## src/rtl/ap_ctrl_perf_monitor.sv

```systemverilog
// ---------------------------------------------------------------------------
// ap_ctrl_perf_monitor
//   Per-channel performance monitor for HLS kernels using the ap_ctrl_chain
//   handshake. Each channel tracks transaction count, latency (last/min/max),
//   initiation interval, output-stall cycles and busy cycles. All statistics
//   saturate at 2^CNT_W-1, and sat_flags records which ones have reached
//   that ceiling. Statistics are read back through a one-cycle registered
//   read port.
//
// Parameters
//   NUM_CH  monitored channels (1..16)
//   CNT_W   statistic width (8..48)
//
// Ports
//   clock        sole clock, rising edge
//   reset_n      asynchronous active-low reset
//   clear        synchronous statistics clear (FSMs and running counters kept)
//   ap_start     per-channel ap_start
//   ap_ready     per-channel ap_ready
//   ap_done      per-channel ap_done
//   ap_continue  per-channel ap_continue (tie high for ap_ctrl_hs kernels)
//   rd_en        read request; data returned on the next cycle
//   rd_ch        channel index for the read (out-of-range reads return 0)
//   rd_sel       0 txn_count, 1 last_lat, 2 min_lat, 3 max_lat, 4 last_ii,
//                5 stall_total, 6 busy_total, 7 sat_flags (zero-extended)
//   rd_valid     read data valid
//   rd_data      read data
//   busy         channel FSM is not in IDLE
// ---------------------------------------------------------------------------
module ap_ctrl_perf_monitor #(
  parameter int NUM_CH = 4,
  parameter int CNT_W  = 32
) (
  input  logic              clock,
  input  logic              reset_n,
  input  logic              clear,
  input  logic [NUM_CH-1:0] ap_start,
  input  logic [NUM_CH-1:0] ap_ready,
  input  logic [NUM_CH-1:0] ap_done,
  input  logic [NUM_CH-1:0] ap_continue,
  input  logic              rd_en,
  input  logic [3:0]        rd_ch,
  input  logic [2:0]        rd_sel,
  output logic              rd_valid,
  output logic [CNT_W-1:0]  rd_data,
  output logic [NUM_CH-1:0] busy
);

  localparam logic [CNT_W-1:0] CNT_MAX = '1;
  localparam logic [CNT_W-1:0] CNT_ONE = CNT_W'(1);

  typedef enum logic [1:0] {
    IDLE      = 2'd0,
    RUN       = 2'd1,
    DONE_WAIT = 2'd2
  } state_t;

  // Every statistic of every channel, indexed by [channel][rd_sel].
  logic [CNT_W-1:0] stat_bus [NUM_CH][8];
  logic [CNT_W-1:0] rd_mux;

  function automatic logic [CNT_W-1:0] sat_inc(input logic [CNT_W-1:0] v);
    return (v == CNT_MAX) ? v : v + CNT_ONE;
  endfunction

  for (genvar g = 0; g < NUM_CH; g++) begin : g_ch
    state_t           state_q, state_d;
    logic [CNT_W-1:0] lat_cnt, ii_cnt;
    logic [CNT_W-1:0] txn_count, last_lat, min_lat, max_lat;
    logic [CNT_W-1:0] last_ii, stall_total, busy_total;
    logic [6:0]       sat_flags, sat_set;
    logic [CNT_W-1:0] done_lat;
    logic             busy_ch, done_evt, stall_evt, ready_evt, ii_evt;

    // State register.
    // NOTE: sequential state uses non-blocking assignments so every register
    // samples pre-edge values regardless of block evaluation order.
    always_ff @(posedge clock or negedge reset_n) begin
      if (!reset_n) state_q <= IDLE;
      else          state_q <= state_d;
    end

    // Next-state logic. A start coinciding with done is a zero-latency
    // (combinational) transaction and exits exactly like a RUN completion.
    // NOTE: the default assignment first keeps this block free of latches.
    always_comb begin
      state_d = state_q;
      case (state_q)
        IDLE: begin
          if (ap_start[g]) begin
            if (ap_done[g]) state_d = ap_continue[g] ? IDLE : DONE_WAIT;
            else            state_d = RUN;
          end
        end
        RUN:       if (ap_done[g]) state_d = ap_continue[g] ? IDLE : DONE_WAIT;
        DONE_WAIT: if (ap_continue[g]) state_d = IDLE;
        default:   state_d = IDLE;
      endcase
    end

    // Output / event decode.
    always_comb begin
      busy_ch   = (state_q != IDLE);
      done_evt  = ap_done[g] && ((state_q == RUN) || (state_q == IDLE && ap_start[g]));
      done_lat  = (state_q == RUN) ? lat_cnt : '0;
      stall_evt = (state_q == DONE_WAIT) && !ap_continue[g];
      ready_evt = ap_start[g] && ap_ready[g];
      // ii_cnt is zero only before the first ready event of this channel.
      ii_evt    = ready_evt && (ii_cnt != '0);

      // A flag bit sets when its statistic is written with the ceiling value.
      sat_set    = '0;
      sat_set[0] = done_evt && (txn_count >= CNT_MAX - CNT_ONE);
      sat_set[1] = done_evt && (done_lat == CNT_MAX);
      sat_set[2] = done_evt && (done_lat == CNT_MAX) && (min_lat == CNT_MAX);
      sat_set[3] = done_evt && (done_lat == CNT_MAX);
      sat_set[4] = ii_evt && (ii_cnt == CNT_MAX);
      sat_set[5] = stall_evt && (stall_total >= CNT_MAX - CNT_ONE);
      sat_set[6] = busy_ch && (busy_total >= CNT_MAX - CNT_ONE);
    end

    // Running counters: not affected by clear, so in-flight latency and the
    // interval in progress stay correct across a statistics clear.
    always_ff @(posedge clock or negedge reset_n) begin
      if (!reset_n) begin
        lat_cnt <= '0;
        ii_cnt  <= '0;
      end else begin
        if (state_q == IDLE && ap_start[g])     lat_cnt <= CNT_ONE;
        else if (state_q == RUN && !ap_done[g]) lat_cnt <= sat_inc(lat_cnt);

        if (ready_evt)            ii_cnt <= CNT_ONE;
        else if (ii_cnt != '0)    ii_cnt <= sat_inc(ii_cnt);
      end
    end

    // Statistics. Clear has priority over any update in the same cycle.
    always_ff @(posedge clock or negedge reset_n) begin
      if (!reset_n) begin
        txn_count   <= '0;
        last_lat    <= '0;
        min_lat     <= CNT_MAX;
        max_lat     <= '0;
        last_ii     <= '0;
        stall_total <= '0;
        busy_total  <= '0;
        sat_flags   <= '0;
      end else if (clear) begin
        txn_count   <= '0;
        last_lat    <= '0;
        min_lat     <= CNT_MAX;
        max_lat     <= '0;
        last_ii     <= '0;
        stall_total <= '0;
        busy_total  <= '0;
        sat_flags   <= '0;
      end else begin
        if (done_evt) begin
          txn_count <= sat_inc(txn_count);
          last_lat  <= done_lat;
          if (done_lat < min_lat) min_lat <= done_lat;
          if (done_lat > max_lat) max_lat <= done_lat;
        end
        if (ii_evt)    last_ii     <= ii_cnt;
        if (stall_evt) stall_total <= sat_inc(stall_total);
        if (busy_ch)   busy_total  <= sat_inc(busy_total);
        sat_flags <= sat_flags | sat_set;
      end
    end

    assign busy[g]        = busy_ch;
    assign stat_bus[g][0] = txn_count;
    assign stat_bus[g][1] = last_lat;
    assign stat_bus[g][2] = min_lat;
    assign stat_bus[g][3] = max_lat;
    assign stat_bus[g][4] = last_ii;
    assign stat_bus[g][5] = stall_total;
    assign stat_bus[g][6] = busy_total;
    assign stat_bus[g][7] = {{(CNT_W-7){1'b0}}, sat_flags};
  end

  // Read select; channels beyond NUM_CH fall through to zero.
  always_comb begin
    rd_mux = '0;
    for (int c = 0; c < NUM_CH; c++) begin
      if (rd_ch == 4'(c)) rd_mux = stat_bus[c][rd_sel];
    end
  end

  // Registered read port: sampling before this edge's statistic updates
  // means a read coinciding with an update returns the pre-update value.
  always_ff @(posedge clock or negedge reset_n) begin
    if (!reset_n) begin
      rd_valid <= 1'b0;
      rd_data  <= '0;
    end else begin
      rd_valid <= rd_en;
      rd_data  <= rd_en ? rd_mux : '0;
    end
  end

endmodule

```

## config.mk

```make
export PLATFORM = sky130hd
export DESIGN_NAME = ap_ctrl_perf_monitor
export DESIGN_NICKNAME = d
export VERILOG_FILES = /design/src/rtl/ap_ctrl_perf_monitor.sv
export SDC_FILE = /design/constraint.sdc
export NUM_CORES = 2
export LEC_CHECK = 0
export BUFFER_PORTS_ARGS = -buffer_cell sky130_fd_sc_hd__buf_2
export CAP_MARGIN = 20
export CORE_ASPECT_RATIO = 0.5
export CORE_MARGIN = 2
export CORE_UTILIZATION = 50
export DETAILED_ROUTE_END_ITERATION = 10
export PLACE_DENSITY = 0.68
export SYNTH_ARGS = -nofsm -noshare
export SYNTH_HDL_FRONTEND = slang
export SYNTH_SLANG_ARGS = --single-unit
```

## constraint.sdc

```tcl
create_clock -name clock -period 3.3 [get_ports clock]
set_input_delay 0.66 -clock clock [delete_from_list [all_inputs] [get_ports clock]]
set_output_delay 0.66 -clock clock [all_outputs]
set_load 0.1 [all_outputs]
```

# After elaboration in Yosys (flattened, before gate mapping)
# Index checks and enable logic that the tools add are counted.
[word_totals]
register_bits = 1221
inputBits = 27
out_inout_bits = 37
elab_cells = 449
[classes]
n_addsub = 20
order_cmp = 21
n_eq_ne = 71
n_mux = 149
bitwise_logic = 5
n_reduce_logical = 137
[op_table]
columns = ["operator", "n"]
rows = [
  ["two-way mux 32 bit", 117],
  ["== test 32 bit (second input constant)", 28],
  ["adder 32 x 1 -> 32 bit (second input constant)", 20],
  ["binary-select mux 32 bit (select 3 bit)", 4],
  ["greater-or-equal comparator 32 bit (second input constant)", 12],
  ["> comparator 32 bit", 4],
  ["less-than comparator 32 bit", 4],
  ["nonzero test 32 bit", 4],
  ["nonzero test 2 bit", 36],
  ["!= test 2 bit (second input constant)", 32],
  ["AND reduction 2 bit", 28],
  ["logical AND 1 bit", 48],
  ["two-way mux 2 bit", 20],
  ["two-way mux 7 bit", 4],
  ["bitwise OR 7 bit", 4],
  ["one-hot mux 2 bit (3 select lines)", 4],
  ["AND reduction 3 bit", 4],
  ["== test 2 x 1 -> 1 bit (second input constant)", 4],
  ["== test 2 bit (second input constant)", 4],
  ["== test 4 x 2 -> 1 bit (second input constant)", 2],
  ["logical NOT 1 bit", 8],
  ["logical NOT 2 bit", 4],
  ["== test 4 x 1 -> 1 bit (second input constant)", 1],
  ["greater-or-equal comparator 4 bit (second input constant)", 1],
  ["3 further kinds", 6],
]

# Logic depth before layout (Yosys ltp)
[depth]
word_depth = 9
mapped_depth = 17
mapped_depth_nobuf = 12

# Least setup slack after synthesis
# Ideal clock, no wire load.
[synth_timing]
path_kind = "register -> register"
from = "register g_ch[1].state_q[1]"
to = "register g_ch[1].max_lat[10]"
setup_ns = 0.126
arrival_ns = 3.344
required_ns = 3.174
path_slack_ns = -0.171
stages_incl_launch_ff = 15
path_buffers = 3
period_less_slack_ns = 3.471
cell_sequence = "dfrtp_1 -> nor2b_1 -> clkbuf_1 -> clkbuf_1 -> nand2_1 -> inv_1 -> ha_1 -> a21o_1 -> a21o_1 -> a21oi_1 -> nor2_1 -> a2111oi_2 -> clkbuf_1 -> o41ai_1 -> a311o_1"
[synth_via]
elab_chain_len = 6
word_cells_on_any_way = 13
classes_between = "order compare (1); eq/ne (1); mux (4); reduce/logical (7)"
[synth_lines]
columns = ["element", "line", "rtl"]
rows = [
  ["start: declaration", "67", "state_t state_q, state_d;"],
  ["start signal: assignment", "80", "else state_q <= state_d;"],
  ["parallel branches: the longest is 6 deep, another holds > comparator 32 bit", "-", ""],
  ["end signal: assignment", "162", "if (done_lat > max_lat) max_lat <= done_lat;"],
  ["end: declaration", "69", "logic [CNT_W-1:0] txn_count, last_lat, min_lat, max_lat;"],
]
# Parallel ways; which one is timed is not known. The select of a mux whose other input is x is not followed.
# A chain may end at the register's enable or synchronous reset.

# Worst setup path after layout
[layout_timing]
from = "register g_ch[0].state_q[0]"
to = "register g_ch[0].max_lat[24]"
[layout_via]
elab_chain_len = 6
word_cells_on_any_way = 13
classes_between = "order compare (1); eq/ne (1); mux (4); reduce/logical (7)"
[layout_lines]
columns = ["element", "line"]
rows = [
  ["start: declaration", "67"],
  ["start signal: assignment", "80"],
  ["parallel branches: the longest is 6 deep, another holds > comparator 32 bit", "-"],
  ["end signal: assignment", "162"],
  ["end: declaration", "69"],
]
# Parallel ways; which one is timed is not known. The select of a mux whose other input is x is not followed.

==> results.sh <==
export IMPL_gr_usage_all_layers=0.286
export IMPL_cp_top_family="simple AND/OR/NAND/NOR gates"
export IMPL_power_density_nw_per_um2=434
export IMPL_syn_mean_instance_area_um2=9.19
export IMPL_cp_slowest_cell="sky130_fd_sc_hd__dfrtp_1"
export IMPL_design_power_total_mw=35.0
export IMPL_antenna_found_initial=13
export IMPL_r2r_end="g_ch[0].max_lat[24]"
export IMPL_drt_wl_total_um=213000
export IMPL_synth_top_family_by_area="simple AND/OR/NAND/NOR gates"
export IMPL_setup_reg_to_reg_worst_slack_ns=0.1
export IMPL_critPathRequiredTime_ns=3.90
export IMPL_ctsRootBufferMaster="sky130_fd_sc_hd__clkbuf_16"
export IMPL_post_synth_xor_area_fraction=0.0622
export IMPL_synth_cell_area_um2=71800
export IMPL_setup_worst_path_end_class="register"
export IMPL_final_layout_size_suffix_gt1_frac=0.132
export IMPL_post_synth_fa_ha_maj_area_fraction=0.0479
export IMPL_globalRouteOverflowTotal=0
export IMPL_leading_register_cell_type_out_of_synthesis="sky130_fd_sc_hd__dfrtp_1"
export IMPL_synth_compound_area_frac=0.108
export IMPL_via_per_inst=6.00
export IMPL_die_height_um=272
export IMPL_critPathCapture="g_ch[0].max_lat[24]"
export IMPL_hold_class="input port to register"
export IMPL_synth_net_count=8108
export IMPL_post_dp_hpwl_um=154000
export IMPL_max_cap_violations=0
export IMPL_crit_path_max_fanout=35
export IMPL_total_leakage_power_nw=35.6
export IMPL_most_common_layout_cells="sky130_fd_sc_hd__dfrtp_1 (1,093), sky130_fd_sc_hd__nor2_1 (1,032), sky130_fd_sc_hd__nand2_1 (871), sky130_fd_sc_hd__a21oi_1 (463), sky130_fd_sc_hd__inv_1 (420)"
export IMPL_critPathLaunch="g_ch[0].state_q[0]"
export IMPL_clock_skew_ns=0.0372
export IMPL_port_buffer_count=63
export IMPL_final_cell_area_um2=80600
export IMPL_synth_warnings=0
export IMPL_synth_edff_count=0
export IMPL_synthCells=7807
export IMPL_synth_simple_gate_area_frac=0.210
export IMPL_critical_path_most_common_cell="sky130_fd_sc_hd__buf_12"
export IMPL_io_pin_count=64
export IMPL_layout_cells_most_common="sky130_fd_sc_hd__dfrtp_1"
export IMPL_detail_route_antenna_nets=0
export IMPL_clock_slew_seen_by_the_registers_of_the_worst_setup_and_hold_paths_ns=0.07
export IMPL_finalSetupViolCount=0
export IMPL_cts_made_buffers=115
export IMPL_die_x_um=540
export IMPL_kind_of_start_point_of_the_critical_path="register"
export IMPL_numClockSinks=1221
export IMPL_detail_routed_net_length_per_standard_cell_um=21.5
export IMPL_pin_count_of_the_biggest_net_entering_global_routing=137
export IMPL_relSlewSlack=0.357
export IMPL_unrepaired_setup_endpoints_after_global_routing="true"
export IMPL_grt_pass1_vias=56679
export IMPL_clockBufferDepth=3
export IMPL_dr_pass1_iters=6
export IMPL_nNetsFinal=8165
export IMPL_critical_path_max_stage_delay_ns=0.37
export IMPL_fillerInstances=12517
export IMPL_critPathBufInv=2
export IMPL_arrival_ns=3.80
export IMPL_gpl_wtd_cong=0.989
export IMPL_post_synth_mux_area_share=0.0978
export IMPL_finalHoldViolations=0
export IMPL_ir_drop_mv=0.468
export IMPL_timing_final_max_slew_violations=0
export IMPL_area_growth_pct=12.3
export IMPL_worstMarginPinSlew_ns=0.952
export IMPL_netlist_cell_type_count=90
export IMPL_final_worst_path_cycle_share=0.971
export IMPL_first_pass_grt_wire_length_um=333000
export IMPL_synth_seq_area_share=0.428
export IMPL_synth_async_sr_flop_share=1.00
export IMPL_worst_skew_pair_late_latency_ns=0.76
export IMPL_worst_path_cell_chain="nor2b_2 -> buf_12 -> and2_1 -> ha_1 -> nand4_1 -> nor3_1 -> and3_1 -> o31ai_1 -> a211oi_4 -> buf_12 -> mux2i_1 -> nor2_1"
export IMPL_timing_rr_start="g_ch[0].state_q[0]"
export IMPL_fmaxAchievable_ghz=0.312
export IMPL_core_um2=143000
export IMPL_drt_initial_drc_count=5946
export IMPL_remaining_drc_errors=0
export IMPL_postSynthRegisterBits=1221
export IMPL_outcome="completed"
export IMPL_period_needed_ns=3.20
export IMPL_setup_worst_path_class="register to register"
export IMPL_floorplan_initialDensity=0.503
export IMPL_clock_tree_from_tritoncts="built"
export IMPL_placed_instance_area_um2=75900
export IMPL_num_rows=98
export IMPL_num_vias=59201
export IMPL_cp_depth=12
export IMPL_htree_levels=3
export IMPL_die_area_um2=147000
export IMPL_r2r_cells=12
registers in the layout (all words and copies together), names as in the netlist:
register	cells
g_ch.stall_total	128
g_ch.busy_total	128
g_ch.ii_cnt	128
g_ch.last_lat	128
g_ch.min_lat	128
g_ch.sat_flags	28
rd_valid	1
g_ch.txn_count	128
g_ch.last_ii	128
g_ch.max_lat	128
g_ch.state_q	8
g_ch.lat_cnt	128
rd_data	32
area by class of cell:
| cell class | instances | area (um^2) | area share |
|---|---|---|---|
| multi-input cells | 5719 | 38200 | 0.474 |
| flip-flops and latches | 1221 | 30700 | 0.381 |
| repair buffers | 383 | 3610 | 0.0448 |
| clock buffers | 171 | 3470 | 0.0431 |
| well taps | 1900 | 2380 | 0.0295 |
| inverters | 424 | 1590 | 0.0198 |
| clock inverters | 48 | 608 | 0.00755 |
| diodes | 5 | 12.5 | 0.000155 |
worst reg2reg max path, cell delays in order, from the launching register on:
cell and delay (ns):
sky130_fd_sc_hd__dfrtp_1 0.37, sky130_fd_sc_hd__nor2b_2 0.17, sky130_fd_sc_hd__buf_12 0.16, sky130_fd_sc_hd__and2_1 0.22, sky130_fd_sc_hd__ha_1 0.31, sky130_fd_sc_hd__nand4_1 0.11, sky130_fd_sc_hd__nor3_1 0.37, sky130_fd_sc_hd__and3_1 0.34
sky130_fd_sc_hd__o31ai_1 0.15, sky130_fd_sc_hd__a211oi_4 0.28, sky130_fd_sc_hd__buf_12 0.26, sky130_fd_sc_hd__mux2i_1 0.24, sky130_fd_sc_hd__nor2_1 0.06
logic make-up after synthesis:
group,Yosys count
flip-flops,1221
AO/OA/AOI/OAI,1250
buffers and inverters,867
XOR/XNOR,510
multiplexers,481
adder cells (fa/ha/maj),275
AND/OR/NAND/NOR,3203
synthesized netlist by cell type (61+ instances only):
library cell | n | area (um^2)
sky130_fd_sc_hd__a21oi_1 | 466 | 2330
sky130_fd_sc_hd__a31oi_1 | 73 | 457
sky130_fd_sc_hd__and2_1 | 115 | 719
sky130_fd_sc_hd__and3_1 | 107 | 669
sky130_fd_sc_hd__and4_1 | 81 | 709
sky130_fd_sc_hd__clkbuf_1 | 351 | 1320
sky130_fd_sc_hd__dfrtp_1 | 1093 | 27400
sky130_fd_sc_hd__dfstp_2 | 128 | 3360
sky130_fd_sc_hd__ha_1 | 274 | 3430
sky130_fd_sc_hd__inv_1 | 424 | 1590
sky130_fd_sc_hd__mux2i_1 | 257 | 2570
sky130_fd_sc_hd__mux4_2 | 171 | 3850
sky130_fd_sc_hd__nand2_1 | 886 | 3330
sky130_fd_sc_hd__nand3_1 | 246 | 1230
sky130_fd_sc_hd__nand4_1 | 232 | 1450
sky130_fd_sc_hd__nor2_1 | 1039 | 3900
sky130_fd_sc_hd__nor3_1 | 161 | 806
sky130_fd_sc_hd__nor4_1 | 105 | 657
sky130_fd_sc_hd__o211ai_1 | 106 | 796
sky130_fd_sc_hd__o21ai_0 | 268 | 1340
sky130_fd_sc_hd__o41ai_1 | 61 | 534
sky130_fd_sc_hd__or3_1 | 108 | 676
sky130_fd_sc_hd__xnor2_1 | 214 | 1870
sky130_fd_sc_hd__xor2_1 | 296 | 2590
power by group:
group | internal (mW) | leakage (nW) | switching [mW]
sequential | 15.5 | 16.5 | 0.559
clock | 8.23 | 2.01 | 6.30
combinational | 1.50 | 17.0 | 2.91
total | 25.2 | 35.6 | 9.76
how the worst min path moves through the flow:
| stage | startpoint | endpoint | slack [ns] | cells past startpoint |
|---|---|---|---|---|
| floorplan | reset_n | g_ch[0].busy_total[0] | 0.36 | 0 |
| global placement | g_ch[2].sat_flags[6] | g_ch[2].sat_flags[6] | 0.48 | 2 |
| detailed placement | g_ch[0].sat_flags[2] | g_ch[0].sat_flags[2] | 0.48 | 2 |
| CTS | ap_continue[1] | g_ch[1].state_q[1] | 0.03 | 2 |
| global route | ap_continue[1] | g_ch[1].state_q[1] | 0.06 | 2 |
| finish | ap_continue[1] | g_ch[1].state_q[1] | 0.07 | 2 |
routing by layer:
| metal | GRT usage | wire, um | vias to the layer above |
|---|---|---|---|
| met5 | 0 | 52 | - |
| met2 | 0.444 | 95900 | 1885 |
| met1 | 0.404 | 92900 | 29350 |
| met4 | 0.0863 | 6980 | 8 |
| li1 | - | - | 27587 |
| met3 | 0.0603 | 16800 | 371 |
per-stage QoR:
stage                     worst slack, ns  cells  hold WS [ns]  TNS [ns]  utilization
after global placement              0.159   9626         0.477         0        0.532
after CTS                          0.0382   9848        0.0251         0        0.561
after detailed placement           0.0408   9626         0.483         0        0.532
final                              0.0958   9871        0.0693         0        0.564
after floorplan                   0.00359   7807         0.364         0            -
after global routing              -0.0837   9867        0.0627     -1.73        0.564
repair_timing:
| item | 4_1_cts | 5_1_grt |
|---|---|---|
| buffers inserted | 1 | 8 |
| gates cloned | 1 | 8 |
| hold buffers | 1 | 0 |
| endpoints found under the setup margin | 1 | 196 |
| hold endpoints to repair | 30 | 0 |
| pin swaps | 1 | 7 |
| gates resized for setup | 0 | 75 |
No activity file was read; power rests on OpenSTA's default activity.
